`src/rtl/pm_loader.sv`:
```
// pm_loader: framed byte-stream loader for program memory; holds the core until a good checksum arrives
module pm_loader #(
    parameter int ADDR_W = 5,
    parameter int INS_W  = 13,
    parameter int DEPTH  = 32
) (
    input  logic              clk,
    input  logic              Reset,
    input  logic              Start,
    input  logic [7:0]        RxData,
    input  logic              RxValid,
    output logic              RxReady,
    output logic              PM_WE,
    output logic [ADDR_W-1:0] PM_WAddr,
    output logic [INS_W-1:0]  PM_WData,
    output logic              CpuHold,
    output logic              Done,
    output logic              Error,
    output logic [ADDR_W:0]   WordCount
);
    localparam logic [2:0] S_IDLE = 3'd0, S_LEN = 3'd1, S_HI = 3'd2, S_LO = 3'd3,
                           S_WR = 3'd4, S_CSUM = 3'd5, S_DONE = 3'd6, S_ERR = 3'd7;
    localparam logic [8:0] DEPTH_B = 9'(DEPTH);

    logic [2:0]        state_q, state_d;
    logic [ADDR_W:0]   len_q, len_d, wcnt_q, wcnt_d, idx_n;
    logic [ADDR_W-1:0] idx_q, idx_d;
    logic [7:0]        sum_q, sum_d, sum_n, lo_q, lo_d;
    logic [INS_W-9:0]  hi_q, hi_d;
    logic              acc;

    assign RxReady   = state_q inside {S_LEN, S_HI, S_LO, S_CSUM};
    assign acc       = RxValid & RxReady;
    assign sum_n     = sum_q + RxData;
    assign idx_n     = {1'b0, idx_q} + (ADDR_W+1)'(1);
    assign PM_WE     = state_q == S_WR;
    assign PM_WAddr  = idx_q;
    assign PM_WData  = {hi_q, lo_q};
    assign CpuHold   = state_q != S_IDLE && state_q != S_DONE;
    assign Done      = state_q == S_DONE;
    assign Error     = state_q == S_ERR;
    assign WordCount = wcnt_q;

    // frame parser: validate LEN/HI, accumulate checksum, write one word per pair
    always_comb begin
        state_d = state_q;
        len_d   = len_q;
        wcnt_d  = wcnt_q;
        idx_d   = idx_q;
        sum_d   = sum_q;
        hi_d    = hi_q;
        lo_d    = lo_q;
        case (state_q)
            S_IDLE, S_DONE, S_ERR: if (Start) begin
                state_d = S_LEN;
                len_d   = '0;
                wcnt_d  = '0;
                idx_d   = '0;
                sum_d   = '0;
            end
            S_LEN: if (acc) begin
                if (RxData == 8'd0 || {1'b0, RxData} > DEPTH_B) state_d = S_ERR;
                else begin
                    len_d   = RxData[ADDR_W:0];
                    sum_d   = sum_n;
                    state_d = S_HI;
                end
            end
            S_HI: if (acc) begin
                if (RxData[7:5] != 3'd0) state_d = S_ERR;
                else begin
                    hi_d    = RxData[INS_W-9:0];
                    sum_d   = sum_n;
                    state_d = S_LO;
                end
            end
            S_LO: if (acc) begin
                lo_d    = RxData;
                sum_d   = sum_n;
                state_d = S_WR;
            end
            S_WR: begin
                wcnt_d = wcnt_q + (ADDR_W+1)'(1);
                if (idx_n == len_q) state_d = S_CSUM;
                else begin
                    idx_d   = idx_n[ADDR_W-1:0];
                    state_d = S_HI;
                end
            end
            S_CSUM: if (acc) state_d = sum_n == 8'd0 ? S_DONE : S_ERR;
        endcase
    end

    // state registers with synchronous reset
    always_ff @(posedge clk) begin
        if (Reset) begin
            state_q <= S_IDLE;
            len_q   <= '0;
            wcnt_q  <= '0;
            idx_q   <= '0;
            sum_q   <= '0;
            hi_q    <= '0;
            lo_q    <= '0;
        end else begin
            state_q <= state_d;
            len_q   <= len_d;
            wcnt_q  <= wcnt_d;
            idx_q   <= idx_d;
            sum_q   <= sum_d;
            hi_q    <= hi_d;
            lo_q    <= lo_d;
        end
    end
endmodule

```
`config.mk`:
```
export PLATFORM = sky130hd
export DESIGN_NAME = pm_loader
export DESIGN_NICKNAME = d
export VERILOG_FILES = /design/src/rtl/pm_loader.sv
export SDC_FILE = /design/constraint.sdc
export NUM_CORES = 1
export LEC_CHECK = 0
export BUFFER_PORTS_ARGS = -buffer_cell sky130_fd_sc_hd__buf_2
export CAP_MARGIN = 20
export CELL_PAD_IN_SITES_DETAIL_PLACEMENT = 1
export CELL_PAD_IN_SITES_GLOBAL_PLACEMENT = 2
export CORE_MARGIN = 2
export CORE_UTILIZATION = 25
export CTS_CLUSTER_DIAMETER = 120
export DETAILED_ROUTE_END_ITERATION = 8
export MAX_ROUTING_LAYER = met4
export PLACE_DENSITY_LB_ADDON = 0.1
export SLEW_MARGIN = 20
export SYNTH_ARGS = -nofsm -noshare
export SYNTH_HDL_FRONTEND = slang
export SYNTH_SLANG_ARGS = --single-unit
```
`constraint.sdc`:
```
create_clock -name clk -period 2.95 [get_ports clk]
set_input_delay 0.59 -clock clk [delete_from_list [all_inputs] [get_ports clk]]
set_output_delay 0.59 -clock clk [all_outputs]
set_load 0.1 [all_outputs]
```
==> impl_metrics.yaml <==
final_layout:
  antenna_cells: 0
  area_delta_synth_final_pct: 18.8
  final_cell_area_um2: 2830
  drive_gt1_share_pct: 20.5
  finalNetCount: 358
  finalCoreUtilization_pct: 30.7
  final_cells: 465
setup_path:
  cp_max_fo: 9
  endpoint_kind: "register"
  r2r_start: "PM_WAddr[1]"
  rr_endpoint: "state_q[2]"
  arrival_ns: 2.68
  critical_path_class: "register to register"
  rr_worst_depth: 6
  cp-start-kind: "register"
  rrSetupSlack_ns: 0.46
  crit_required_ns: 3.14
routing:
  drt_iter0_drc: 70
  wl_um: 7410
  avgViaCountPerCell: 4.91
  wl_per_cell_um: 15.9
  num_vias: 2282
  ant_nets: 0
  drcViolationCount: 0
  first_pass_iters: 4
timing:
  setup_viol: 0
  fin_crit_sh_pct: 84.5
  slew_headroom_pct: 52.4
  clock-skew-final_ns: 0.00479
  hold_ws_ns: 0.458
  drv_slew: 0
  rsz0062_at_grt: "no"
  tns_ns: 0
  tightest_slew_ns: 0.712
  hold_violations: 0
  timing.fmax_ghz: 0.401
  fin_crit_ns: 2.49
global_routing:
  grt_pass1_wl_um: 12300
  grt_overflow_total: 0
  grt_pass1_vias: 2274
  grt_use_total_pct: 15.7
  grt_antenna_before_repair: 0
  grt_max_degree: 26
power_and_ir_drop:
  p_clk_share_pct: 21.6
  p_seq_share_pct: 36.1
  power.net_switching_mw: 0.758
  p_int_mw: 1.01
  p_leak_nw: 1.13
  irDropWorstVdd_v: 0.000306
  power_frac_comb_pct: 42.3
  power.density_nw_per_um2: 623
  swShare_pct: 42.9
synth:
  ys_warn_count: 0
  yosys.area_share.simple_pct: 24.7
  synth_top_family_by_area: "simple AND/OR/NAND/NOR gates"
  synth-compound-area-share_pct: 24.3
  synth_seq_cells: 41
  syn-cell-area_um2: 2380
  synthXorXnorAreaFrac_pct: 4.04
  ys_seq_area_share_pct: 34.4
  synth_edf_count: 0
  synthCells: 295
  muxShareOfSynthArea_pct: 3.36
  avgSynthCellArea_um2: 8.08
  yosys_most_used_dff: "dfxtp_1"
  synth_adder_area_share_pct: 5.56
  synth_nets: 317
  ys_types: 58
  async_reset_ff_share_pct: 0
cts:
  root_buffer: "clkbuf_8"
  clk_latency_ns: 0.29
  cts_made_buffers: 5
  clock-sinks: 41
  cts_setup_buffers: 0
  cts_tree: "done"
  clk_pin_slew_ns: 0.08
  cts_htree_levels: 2
  cts_buffer_depth: 2
  holdBufCountCts: 0
  cts_resized: 0
floorplan:
  pin_count: 41
  dieHeight_um: 102
  row_count: 35
  start_util_pct: 25.8
  die_area_um2: 10300
  core_um2: 9240
  die_x_um: 102
place:
  placed_cell_area_um2: 2750
  gp_congestion: 0.750
  dp.cells: 458
  portBuffers: 40
  detailed_place_hpwl_um: 5550
hold_path:
  hold_class: "register to register"
  hold_path_depth: 2
  worstHoldEndpoint: "lo_q[3]"
  min_from: "lo_q[3]"
status:
  status: "complete, no violations"
flow_run:
  cap_violations: 0
## cells by family (layout without fill, tap and decap cells)
group,count (synthesis),count (layout)
compound gates,86,86
xor+xnor,11,11
fa+ha+maj,10,10
buf+inv,20,61
flops,41,41
mux,8,8
simple gates,119,119
## synth_stat cells, types with 4 or more instances
cell	n	area (um2)
a21oi_1	32	160
a22oi_1	8	60.1
and3_1	6	37.5
clkbuf_1	12	45.0
dfxtp_1	41	821
ha_1	9	113
mux2i_1	8	80.1
nand2_1	31	116
nand3_1	14	70.1
nor2_1	31	116
nor2b_1	4	25.0
nor3_1	8	40.0
o21ai_0	6	30.0
o21ai_1	11	55.1
or3_1	4	25.0
xnor2_1	6	52.6
xor2_1	5	43.8
## power groups by stage
stage	logic (mW)	clock network (mW)	registers, mW
after CTS	0.754	0.408	0.639
after global placement	0.761	0	0.653
after detailed placement	0.751	0	0.652
after global routing	0.822	0.427	0.646
after floorplan	0.526	0	0.685
final	0.748	0.381	0.638
## critical path, stage by stage, from the launching register on
cell and delay [ns]:
dfxtp_1 0.42, nand3_2 0.15, or4_4 0.53, a211o_1 0.35, a311oi_4 0.52, a21oi_1 0.16
o41ai_2 0.25
## layout make-up
| class | count | area (um2) |
|---|---|---|
| sequential | 41 | 823 |
| tap | 129 | 161 |
| timing repair buffer | 49 | 268 |
| clock buffer | 7 | 86.3 |
| multi-input combinational | 234 | 1480 |
| inverter | 5 | 18.8 |
| fill | 1126 | 6410 |
## state kept, by name, summed over array words and instances, names as in the netlist
name	cells
state_q	3
sum_q	8
len_q	6
PM_WAddr	5
WordCount	6
lo_q	8
hi_q	5
## stage by stage
step | power (mW) | setup slack, ns
after floorplan | 1.21 | 0.00896
after global placement | 1.41 | 0.256
after detailed placement | 1.40 | 0.220
after CTS | 1.80 | 0.417
after global routing | 1.90 | 0.292
final | 1.77 | 0.458
## cell usage in the layout (no fill, tap or decap), types with 3 or more instances in the layout
cell / instances
a22oi_1: 8
ha_1: 9
dfxtp_1: 39
nor2_1: 31
o211ai_1: 3
a21oi_1: 32
clkbuf_8: 6
a31oi_1: 3
and3_1: 6
o21ai_0: 5
buf_2: 40
o21ai_1: 12
nor3_1: 8
nor2b_1: 4
or4_1: 3
inv_1: 3
xor2_1: 5
nand2_1: 31
mux2i_1: 8
nand3_1: 14
xnor2_1: 6
a21o_1: 3
a211oi_1: 3
buf_4: 9
or3_1: 4
## metal layers
metal | global-route usage (%) | routed length [um]
met1 | 23.0 | 3910
met2 | 22.6 | 3140
met3 | 2.21 | 282
met4 | 4.05 | 75
met5 | - | 0
## worst max path at each step
stage | slack (ns) | end | start
3_5_place_dp | 0.22 | sum_q[4] | RxData[0]
4_1_cts | 0.42 | state_q[2] | PM_WAddr[4]
6_report | 0.46 | state_q[2] | PM_WAddr[1]
3_3_place_gp | 0.26 | sum_q[3] | RxData[0]
2_1_floorplan | 0.009 | state_q[1] | PM_WAddr[1]
5_1_grt | 0.29 | state_q[2] | PM_WAddr[1]
Power figures use the tool's default switching activity.
